--- src/rtl/fetch_pkg.sv ---
// Shared types and defaults for the instruction fetch controller.
package fetch_pkg;

    localparam int          FETCH_XLEN     = 32;
    localparam int          FETCH_DEPTH    = 4;
    localparam logic [31:0] FETCH_RESET_PC = 32'h0000_0000;

    // One prefetched instruction together with the PC it was fetched from.
    typedef struct packed {
        logic [FETCH_XLEN-1:0] pc;
        logic [31:0]           instr;
    } fetch_entry_t;

endpackage

--- src/rtl/fetch_fifo.sv ---
// Prefetch FIFO of fetch_entry_t with push, pop and flush.
// A flush empties the FIFO and wins over push and pop in the same cycle.
// Entry storage is not reset; only the pointers and count are.
module fetch_fifo
    import fetch_pkg::*;
#(
    parameter int DEPTH = FETCH_DEPTH,
    localparam int AW = $clog2(DEPTH),
    localparam int CW = AW + 1
) (
    input  logic              clk,
    input  logic              rst_n,
    input  logic              push,
    input  fetch_entry_t      push_data,
    input  logic              pop,
    input  logic              flush,
    output fetch_entry_t      head,
    output logic [CW-1:0]     count
);

    localparam logic [CW-1:0] DEPTH_C = CW'(DEPTH);

    fetch_entry_t    mem_q [DEPTH];
    logic [AW-1:0]   wr_ptr_q, wr_ptr_d;
    logic [AW-1:0]   rd_ptr_q, rd_ptr_d;
    logic [CW-1:0]   count_q, count_d;
    logic            pop_eff;
    logic            push_eff;

    // Next pointer and occupancy values; flush clears everything.
    always_comb begin
        pop_eff  = pop && (count_q != '0);
        push_eff = push && ((count_q != DEPTH_C) || pop_eff) && !flush;
        wr_ptr_d = wr_ptr_q;
        rd_ptr_d = rd_ptr_q;
        count_d  = count_q;
        if (flush) begin
            wr_ptr_d = '0;
            rd_ptr_d = '0;
            count_d  = '0;
        end else begin
            if (push_eff) wr_ptr_d = wr_ptr_q + 1'b1;
            if (pop_eff)  rd_ptr_d = rd_ptr_q + 1'b1;
            case ({push_eff, pop_eff})
                2'b10:   count_d = count_q + 1'b1;
                2'b01:   count_d = count_q - 1'b1;
                default: count_d = count_q;
            endcase
        end
    end

    // Pointer and count registers.
    always_ff @(posedge clk or negedge rst_n) begin
        if (!rst_n) begin
            wr_ptr_q <= '0;
            rd_ptr_q <= '0;
            count_q  <= '0;
        end else begin
            wr_ptr_q <= wr_ptr_d;
            rd_ptr_q <= rd_ptr_d;
            count_q  <= count_d;
        end
    end

    // Entry storage write at the tail.
    always_ff @(posedge clk) begin
        if (push_eff) mem_q[wr_ptr_q] <= push_data;
    end

    assign head  = mem_q[rd_ptr_q];
    assign count = count_q;

endmodule

--- src/rtl/fetch_ctrl.sv ---
// Instruction fetch controller: sequential fetch from a combinational ROM
// into a prefetch FIFO, with redirect flush/restart.
// Optional feature macro: FETCH_MISALIGN_CHECK_EN (halt on misaligned redirect).
// XLEN must match fetch_pkg::FETCH_XLEN, the width of the entry PC field.
module fetch_ctrl
    import fetch_pkg::*;
#(
    parameter int               XLEN       = 32,
    parameter int               ADDR_WIDTH = 8,
    parameter int               DEPTH      = FETCH_DEPTH,
    parameter logic [XLEN-1:0]  RESET_PC   = XLEN'(FETCH_RESET_PC)
) (
    input  logic                  clk,
    input  logic                  rst_n,
    output logic [ADDR_WIDTH-3:0] imem_addr,
    input  logic [31:0]           imem_rd,
    input  logic                  redirect_valid,
    input  logic [XLEN-1:0]       redirect_pc,
    output logic                  out_valid,
    input  logic                  out_ready,
    output logic [31:0]           out_instr,
    output logic [XLEN-1:0]       out_pc,
    output logic                  fetch_misalign
);

    localparam int              CW      = $clog2(DEPTH) + 1;
    localparam logic [CW-1:0]   DEPTH_C = CW'(DEPTH);
    localparam logic [XLEN-1:0] ALIGN_M = ~XLEN'(3);

    logic [XLEN-1:0] fetch_pc_q, fetch_pc_d;
    logic            halted;
    logic            push;
    logic            pop;
    logic [CW-1:0]   count;
    fetch_entry_t    push_entry;
    fetch_entry_t    head;

    assign out_valid = (count != '0);
    assign pop       = out_valid && out_ready;
    assign push      = !halted && !redirect_valid && ((count < DEPTH_C) || pop);
    assign imem_addr = fetch_pc_q[ADDR_WIDTH-1:2];

    // Next fetch PC: redirect target (word aligned) beats sequential advance.
    always_comb begin
        fetch_pc_d = fetch_pc_q;
        if (redirect_valid) fetch_pc_d = redirect_pc & ALIGN_M;
        else if (push)      fetch_pc_d = fetch_pc_q + XLEN'(4);
    end

    // Fetch PC register.
    always_ff @(posedge clk or negedge rst_n) begin
        if (!rst_n) fetch_pc_q <= RESET_PC;
        else        fetch_pc_q <= fetch_pc_d;
    end

`ifdef FETCH_MISALIGN_CHECK_EN
    logic halted_q, halted_d;
    logic misalign_q, misalign_d;

    // A misaligned redirect halts fetch until the next aligned redirect.
    always_comb begin
        halted_d   = halted_q;
        misalign_d = misalign_q;
        if (redirect_valid) begin
            halted_d   = (redirect_pc[1:0] != 2'b00);
            misalign_d = (redirect_pc[1:0] != 2'b00);
        end
    end

    // Halt and sticky misalign flag registers.
    always_ff @(posedge clk or negedge rst_n) begin
        if (!rst_n) begin
            halted_q   <= 1'b0;
            misalign_q <= 1'b0;
        end else begin
            halted_q   <= halted_d;
            misalign_q <= misalign_d;
        end
    end

    assign halted         = halted_q;
    assign fetch_misalign = misalign_q;
`else
    assign halted         = 1'b0;
    assign fetch_misalign = 1'b0;
`endif

    assign push_entry.pc    = fetch_pc_q;
    assign push_entry.instr = imem_rd;

    fetch_fifo #(
        .DEPTH (DEPTH)
    ) u_fifo (
        .clk       (clk),
        .rst_n     (rst_n),
        .push      (push),
        .push_data (push_entry),
        .pop       (pop),
        .flush     (redirect_valid),
        .head      (head),
        .count     (count)
    );

    assign out_instr = out_valid ? head.instr : 32'h0;
    assign out_pc    = out_valid ? head.pc    : '0;

endmodule

--- config.mk ---
export PLATFORM = sky130hd
export DESIGN_NAME = fetch_ctrl
export DESIGN_NICKNAME = d
export VERILOG_FILES = /design/src/rtl/fetch_pkg.sv /design/src/rtl/fetch_fifo.sv /design/src/rtl/fetch_ctrl.sv
export SDC_FILE = /design/constraint.sdc
export NUM_CORES = 1
export LEC_CHECK = 0
export BUFFER_PORTS_ARGS = -buffer_cell sky130_fd_sc_hd__buf_2
export CAP_MARGIN = 20
export CORE_AREA = 2 2 145 147
export CTS_CLUSTER_DIAMETER = 150
export DETAILED_ROUTE_END_ITERATION = 16
export DIE_AREA = 0 0 147 149
export HOLD_SLACK_MARGIN = 0.02
export PLACE_DENSITY = 0.89
export SYNTH_ARGS = -nofsm -noshare
export SYNTH_HDL_FRONTEND = slang
export SYNTH_SLANG_ARGS = --single-unit
--- constraint.sdc ---
create_clock -name clk -period 3.9 [get_ports clk]
set_clock_uncertainty 0.2 [all_clocks]
set_input_delay 0.195 -clock clk [delete_from_list [all_inputs] [get_ports clk]]
set_output_delay 0.195 -clock clk [all_outputs]
set_load 0.1 [all_outputs]
Word level (Yosys, flattened, before mapping)

Memories as Yosys holds them, arrays and structs flattened.
Cells that the tools add are included.
Widths: inputs -> output; s select.

Divide/modulo/power cells: 0
Equal/unequal tests: 3
Multiplexer cells: 12
$mul: 0
$lt $le $gt $ge: 1
Reduce and logical (&&, ||, !) cells: 13
Shifts and indexed selects: 0
Bitwise gates (word level): 0
Add/subtract/negate cells: 5

Operators by type and width:

| cell                  | number |
|---|---|
| $mux 32               | 4 |
| $add 32x3->32 const B | 1 |
| $mux 2                | 4 |
| $pmux 3 s2            | 1 |
| $reduce_bool 2->1     | 3 |
| $reduce_bool 3->1     | 2 |
| $logic_and 1x1->1     | 5 |
| $add 2x1->2 const B   | 2 |
| $add 3x1->3 const B   | 1 |
| $lt 3x3->1 const B    | 1 |
| $mux 3                | 1 |
| $ne 3x3->1 const B    | 1 |
| $sub 3x1->3 const B   | 1 |
| $eq 2x1->1 const B    | 1 |
| $eq 2x2->1 const B    | 1 |
| $logic_or 1x1->1      | 2 |
| $mux 1                | 2 |
| $logic_not 1->1       | 1 |

Memories: 1
Flip-flop bits (word level): 39
Output and inout port bits: 72
Input bits: 68
Word-level logic and storage cells: 39
RAM bits: 256
Bits in read-only memories: 0
Bits in latches: 0

Memory list:

| name         | words | bits a word | read ports | clocked after Yosys merged registers in | wr ports | line             | RTL |
|---|---|---|---|---|---|---|---|
| u_fifo.mem_q | 4     | 64          | 1          | 0                                       | 1        | fetch_fifo.sv:23 | `fetch_entry_t mem_q [DEPTH];` |

Depth between registers and ports, before layout

Gate-level depths: netlist of the first run.

Word-level depth: 9
Mapped depth: 7
Depth with buffers taken out: 6

Modules after synthesis

A second synthesis of the first run with hierarchy kept.

Cell total of the unflattened synthesis: 664
Area total of the unflattened synthesis: 12052.8 µm²

By module, submodules not included:

| module     | cells an instance | area each (µm²) | times used | sequential area each (µm²) |
|---|---|---|---|---|
| fetch_fifo | 396               | 9819.4          | 1          | 7862.5 |
| fetch_ctrl | 268               | 2233.4          | 1          | 750.7 |

Least setup slack after synthesis of the first run

OpenSTA, ideal clock, no wires.

Path type: register to register
Start point: register u_fifo.count_q[2] (netlist: u_fifo.count[2])
End point: memory u_fifo.mem_q[0][0] in the netlist's numbering (enable)
Slack: 1.069 ns
Data arrival time: 2.204 ns
Library setup time: 0.427 ns
Buffers on the path: 0
Data required time: 3.273 ns
Cell stages (with the launch flop): 4
Period minus slack after synthesis: 2.831 ns
Cells stage by stage: dfrtp_1 nor2b_4 nor2_1 and2_1

Longest elaborated chain between the ends: 8
Elaborated cells on any way between the ends: 12
Classes of those cells: order compare: 1; eq/ne: 1; mux: 2; reduce/logical: 8

Ends and longest elaborated chain:

| element                                            | line             | RTL |
|---|---|---|
| start: declaration                                 | fetch_fifo.sv:26 | `logic [CW-1:0] count_q, count_d;` |
| start signal: assignment                           | fetch_fifo.sv:61 | `count_q <= count_d;` |
| branches (longest 4 deep; another with $lt 3x3->1) | --               |  |
| $logic_and 1x1->1 * (2 in a row)                   | fetch_fifo.sv:33 | `push_eff = push && ((count_q != DEPTH_C) \|\| pop_eff) && !flush;` |
| $mux 1 *                                           | fetch_fifo.sv:67 | `if (push_eff) mem_q[wr_ptr_q] <= push_data;` |
| $mux 1 (implied by the code) *                     | fetch_fifo.sv:67 |  |
| end: declaration                                   | fetch_fifo.sv:23 |  |

Every way passes the cells marked *.

Worst setup path in the final report of the first run

Start point: register u_fifo.rd_ptr_q[0]
End point: output port out_instr[0]

Longest elaborated chain between the ends: 2

Ends and longest elaborated chain:

| element                  | line              | RTL |
|---|---|---|
| start: declaration       | fetch_fifo.sv:25  | `logic [AW-1:0] rd_ptr_q, rd_ptr_d;` |
| start signal: assignment | fetch_fifo.sv:60  | `rd_ptr_q <= rd_ptr_d;` |
| $mem_v2 4x64             | --                |  |
| $mux 32                  | fetch_ctrl.sv:104 | `assign out_instr = out_valid ? head.instr : 32'h0;` |
| end: declaration         | fetch_ctrl.sv:21  | `output logic [31:0] out_instr,` |

No other way between the ends.

==> results of run 1 <==
[kinds of logic (layout without fill, tap and decap cells)]
logic type | Yosys count | after routing | synth area share
adders and majority gates | 6 | 6 | 0.00713
xor gates and xnor gates | 32 | 32 | 0.0242
other | 1 | 3 | 0.000324
and+or+nand+nor | 169 | 169 | 0.0881
buffers and inverters | 44 | 260 | 0.0193
muxes | 64 | 64 | 0.122
AOI/OAI and AO/OA | 36 | 36 | 0.0162
DFF | 285 | 285 | 0.722
[routing by layer]
metal  vias to the layer above  track usage  part of all wire
li1                       2851            -                 -
met1                      3265        0.287              0.41
met2                       240        0.391              0.52
met3                        35       0.0349             0.064
met4                         0       0.0438             0.015
met5                         -            0                 0
[area by class of cell]
cell class                 instances  area [um2]  share of cell area
inverter                           3        11.3            0.000807
sequential                       285        8380               0.600
tap                              275         344              0.0247
clock buffer                      41         748              0.0536
clock inverter                     7        33.8             0.00242
timing repair buffer             209        1430               0.103
multi-input combinational        310        3010               0.215
[placed cells by master, fill, tap and decap left out, types with 3 or more instances in the layout]
cell type	synthesis	layout
edfxtp_1	248	248
buf_2	8	134
dlygate4sd3_1	0	64
and2_1	67	63
mux4_2	62	62
nand2_1	43	43
dfrtp_1	37	35
clkbuf_16	0	27
o21ai_0	19	19
xnor2_1	17	17
xor2_1	15	15
clkbuf_1	19	12
o21ai_1	11	11
nand3_1	11	11
and3_1	9	9
nor2_1	9	9
nand4_1	8	8
buf_4	13	8
ha_1	5	5
and2_2	0	4
a21oi_1	4	4
nor3_1	4	4
clkinv_1	0	4
inv_1	3	3
nor4_2	3	3
conb_1	1	3
buf_12	0	3
[power by group through the flow]
stage,clock network [mW],logic (mW),registers [mW]
CTS,2.39,4.47,3.94
finish,2.34,4.44,3.93
global route,2.51,4.61,3.98
global placement,0,4.38,3.97
detailed placement,0,4.41,4.00
floorplan,0,3.80,3.86
[stage by stage]
step	hold WS, ps	utilization	total power, mW	area (um2)
5_1_grt	153	0.679	11.1	14000
4_1_cts	94.7	0.679	10.8	14000
3_5_place_dp	158	0.610	8.41	12500
2_1_floorplan	-301	-	7.66	11600
3_3_place_gp	151	0.610	8.35	12500
6_report	132	0.679	10.7	14000
[registers in the layout (all words and copies together) (netlist names)]
name	flops
u_fifo.mem_q	248
fetch_pc_q	30
u_fifo.wr_ptr_q	2
u_fifo.rd_ptr_q	2
u_fifo.count	3
[repair_timing]
action | in CTS | in global routing
hold buffers | 64 | 0
setup endpoints to repair | 0 | 0
setup buffers | 0 | 0
endpoints found under the hold margin | 202 | 0
[worst paths after layout]
kind / from / endpoint / depth (start not counted)
worst max-delay path: u_fifo.rd_ptr_q[0] / out_instr[0] / 4
worst min-delay path: redirect_valid / u_fifo.count[2] / 3
worst max register to register: u_fifo.count[2] / u_fifo.count[1] / 5
worst min register to register: fetch_pc_q[18] / u_fifo.mem_q[3][50] / 0
max in group asynchronous: rst_n / u_fifo.rd_ptr_q[0] / 2
min in group asynchronous: rst_n / fetch_pc_q[16] / 2
[worst max-delay path, stage by stage (launching register included)]
cell and delay (ps):
dfrtp_4 810, buf_12 370, mux4_2 560, and2_1 200, buf_2 290
==> impl_metrics.ini, run 1 <==
[global_route]
grt_pass1_vias = 6688
grt_usage = 0.218
overflow = 0
grt_pass1_wl_um = 36600
antenna_found_initial = 0
grt_max_degree = 68

[routing]
wl_per_cell_um = 20.7
dr.pass1.iters = 5
routed_wl_um = 23300
drc = 0
vias_per_cell = 5.66
drtIter0Drc = 456
num_vias = 6391
antenna_left = 0

[placed_design]
place.gp.congestion = 0.773
dp_slack_ps = 1240
dpl.hpwl_um = 13400
dp_cells = 1018
portBuffers = 134

[timing]
setup_viol = 0
slew_headroom = 0.422
setup_tns_ps = 0
max_clock_freq_mhz = 315
drv_slew = 0
setup_ws_ps = 728
post-route-min-period_ps = 3170
tightest_slew_ps = 868
final-hold-violation-count = 0
rsz0062_at_grt = no
post-route-period-util = 0.813

[synthesis]
synth_cell_types = 40
synth_ff_type = edfxtp_1
syn-cell-area_um2 = 11600
synth_edf_count = 248
synth-seq-cells = 285
synth_area_leader_cell = edfxtp_1
syn_area_per_cell_um2 = 18.2
synthCells = 637
synth_seq_area_share = 0.722
synth_common_cells = edfxtp_1, and2_1, mux4_2
async_reset_ff_frac = 0.130
synth_top_area_share = 0.643
synth_area_leaders = edfxtp_1, mux4_2, dfrtp_1
synth_warnings = 0
synth.most_common_cell = edfxtp_1

[floorplan]
dieArea_um2 = 21900
dieWidth_um = 147
start_util = 0.564
rows = 53
num_io_pins = 140
core_um2 = 20600
die-height_um = 149

[power]
pwr-share-clk = 0.218
p_int_mw = 5.98
switching_share = 0.441
p_sw_mw = 4.73
powerDensity_nw_per_um2 = 768
pwr-share-comb = 0.415
power.leakage_nw = 4.96
p_seq_frac = 0.367
ir_drop_uv = 834

[clocking]
cts_buffer_depth = 3
path_clk_slew_ps = 60
ctsHtreeMaxLevel = 1
ctsResizeCount = 0
cts_tree = built
cts_root_buf = clkbuf_16
cts_buffers = 27
cts.sinks = 285
clk_latency_ps = 520

[final_layout]
diodes = 0
final_cells = 1130
fillerInstances = 1294
area_delta_synth_final_pct = 20.4
layout.nets = 910
drive_above_1_share = 0.305

[setup_path]
cp.arrival_ps = 2780
cp_max_fo = 38
critPathKind = flip-flop to output port
start_kind = flip-flop
end_kind = output port
required_ps = 3500
r2r_slack_ps = 1480

[min_path]
hold_path.class = input pin to flip-flop

[outcome]
outcome = completed

[flow_run]
maxCapViolCount = 0
Power figures use the tool's default switching activity.
==> run 2: changes to the inputs <==
--- a/config.mk
+++ b/config.mk
@@ -5,14 +5,15 @@
 export SDC_FILE = /design/constraint.sdc
 export NUM_CORES = 1
 export LEC_CHECK = 0
+export ABC_AREA = 1
 export BUFFER_PORTS_ARGS = -buffer_cell sky130_fd_sc_hd__buf_2
 export CAP_MARGIN = 20
-export CORE_AREA = 2 2 145 147
+export CORE_AREA = 2 2 155 157
 export CTS_CLUSTER_DIAMETER = 150
 export DETAILED_ROUTE_END_ITERATION = 16
-export DIE_AREA = 0 0 147 149
+export DIE_AREA = 0 0 157 159
 export HOLD_SLACK_MARGIN = 0.02
-export PLACE_DENSITY = 0.89
+export PLACE_DENSITY = 0.86
 export SYNTH_ARGS = -nofsm -noshare
 export SYNTH_HDL_FRONTEND = slang
 export SYNTH_SLANG_ARGS = --single-unit
==> constraint.sdc (replaced) <==
create_clock -name clk -period 2.6 [get_ports clk]
set_clock_uncertainty 0.2 [all_clocks]
set_input_delay 0.13 -clock clk [delete_from_list [all_inputs] [get_ports clk]]
set_output_delay 0.13 -clock clk [all_outputs]
set_load 0.1 [all_outputs]
==> impl_metrics.ini, run 2 <==
[outcome]
outcome = completed

[final_layout]
layout_common_cells = nor2_1, edfxtp_1, nand2_1
drive_above_1_share = 0.215
diodes = 0
largest_register_ffs = 248
largest-register = u_fifo.mem_q
final_common_cell = nor2_1
fillerInstances = 1572
layout.nets = 1435
area_delta_synth_final_pct = 27.8

[floorplan]
dieWidth_um = 157
start_util = 0.524
rows = 56
num_io_pins = 140
core_um2 = 23200
dieArea_um2 = 25000
die-height_um = 159

[synthesis]
synth_warnings = 0
synth_top_family_by_area = simple AND/OR/NAND/NOR gates
syn-cell-area_um2 = 12200
synth_edf_count = 248
yosys.area_share.simple = 0.170
synth_fa_ha_area_frac = 0.00679
async_reset_ff_frac = 0.130
synth_ff_type = edfxtp_1
synth.most_common_cell = nor2_1
synth_top_area_share = 0.612
synth_seq_area_share = 0.688
synth_compound_area_frac = 0.0915
synth_area_leader_cell = edfxtp_1
syn_area_per_cell_um2 = 10.7
synth_cell_types = 31
synth-xor-area-share = 0.00648
synth_area_leaders = edfxtp_1, nor2_1, dfrtp_1
synth-seq-cells = 285
synth_common_cells = nor2_1, edfxtp_1, nand2_1
synth.mux.area_fraction = 0
synthCells = 1135

[clocking]
path_clk_slew_ps = 70
clk_latency_ps = 540
cts_tree = built
ctsHtreeMaxLevel = 1
cts_buffer_depth = 3
post-cts-setup-buffer-count = 0
cts_root_buf = clkbuf_16
cts_buffers = 28
cts.sinks = 285

[flow_run]
maxCapViolCount = 0

[timing]
post-route-period-util = 0.974
post-route-min-period_ps = 2530
rsz0062_at_grt = yes
slew_headroom = 0.392
drv_slew = 0
final-hold-violation-count = 0
tightest_slew_ps = 912
setup_viol = 0
whs_ps = 93.5
max_clock_freq_mhz = 395

[setup_path]
critPathKind = flip-flop to output port
required_ps = 2270
start_kind = flip-flop
cp_max_fo = 31
startpoint = u_fifo.rd_ptr_q[0]
end_kind = output port
cp.arrival_ps = 2200
worstReg2RegStart = fetch_pc_q[3]

[placed_design]
place.gp.congestion = 0.904
dpl.hpwl_um = 17200
portBuffers = 134

[routing]
antenna_left = 0
num_vias = 9321
drtIter0Drc = 818
drc = 0
vias_per_cell = 5.48
dr.pass1.iters = 5
routed_wl_um = 30700
wl_per_cell_um = 18.0

[power]
power.leakage_nw = 5.73
powerDensity_nw_per_um2 = 1190
ir_drop_uv = 879
fin_total_pwr_mw = 18.4

[global_route]
grt_pass1_vias = 9247
overflow = 0
grt_pass1_wl_um = 47300
grt_usage = 0.243
antenna_found_initial = 0
grt_max_degree = 69

[min_path]
hold_path.class = input pin to asynchronous set/reset pin
## run 2: worst paths after layout
path / end / slack [ps] / cells after the start
min in group clk: u_fifo.mem_q[0][23] / 150 / 2
hold / removal: fetch_pc_q[22] / 90 / 2
max in group asynchronous: u_fifo.rd_ptr_q[0] / 1430 / 2
setup reg to reg: fetch_pc_q[22] / 110 / 11
setup / recovery: out_pc[16] / 70 / 5
hold reg to reg: u_fifo.wr_ptr_q[0] / 380 / 1
## run 2: worst max-delay path, stage by stage, from the launching register on
cell and delay (ps):
dfrtp_4 510, clkinv_2 90, buf_4 280, o21ai_0 160, a21oi_2 270, buf_4 340
## run 2: power breakdown
group	switching, mW	total, mW	internal [mW]
clock network	1.64	3.86	2.22
registers	0.331	5.94	5.61
logic	6.90	8.61	1.71
total	8.87	18.4	9.54
## run 2: logic make-up (layout without fill, tap and decap cells)
| kind of cell | after synthesis | count (layout) |
|---|---|---|
| AND/OR/NAND/NOR | 515 | 515 |
| flip-flops | 285 | 285 |
| AO/OA/AOI/OAI | 217 | 217 |
| buffers and inverters | 102 | 348 |
| XOR/XNOR | 9 | 9 |
| adder cells (fa/ha/maj) | 6 | 6 |
| other | 1 | 3 |
## run 2: per-layer routing
metal | track usage | vias up | wire (um)
li1 | - | 4330 | -
met1 | 0.296 | 4481 | 11400
met2 | 0.432 | 428 | 16100
met3 | 0.0373 | 82 | 2220
met4 | 0.0930 | 0 | 889
met5 | 0 | - | 0
## run 2: layout make-up
cell class,count,area [um2],area share
Sequential cell,285,8380,0.539
Multi-Input combinational cell,750,3630,0.233
Timing Repair Buffer,258,2100,0.135
Clock buffer,31,733,0.0472
Tap cell,319,399,0.0257
Clock inverter,21,153,0.00982
Inverter,38,144,0.00926
## run 2: stage by stage
step                      cells   util  instance area (um2)  setup TNS (ps)  worst slack [ps]
final                      1702  0.670                15500               0              68.3
after global routing       1702  0.670                15500           -37.5             -15.9
after CTS                  1702  0.665                15400               0              12.2
after detailed placement   1551  0.582                13500               0               407
after global placement     1551  0.582                13500               0               473
after floorplan            1137      -                12400         -129270              -521
## run 2: repair_timing
action / CTS / global route
hold endpoints to repair: 200 / 0
hold buffers: 99 / 0
gates resized for setup: 14 / 47
setup endpoints to repair: 14 / 49
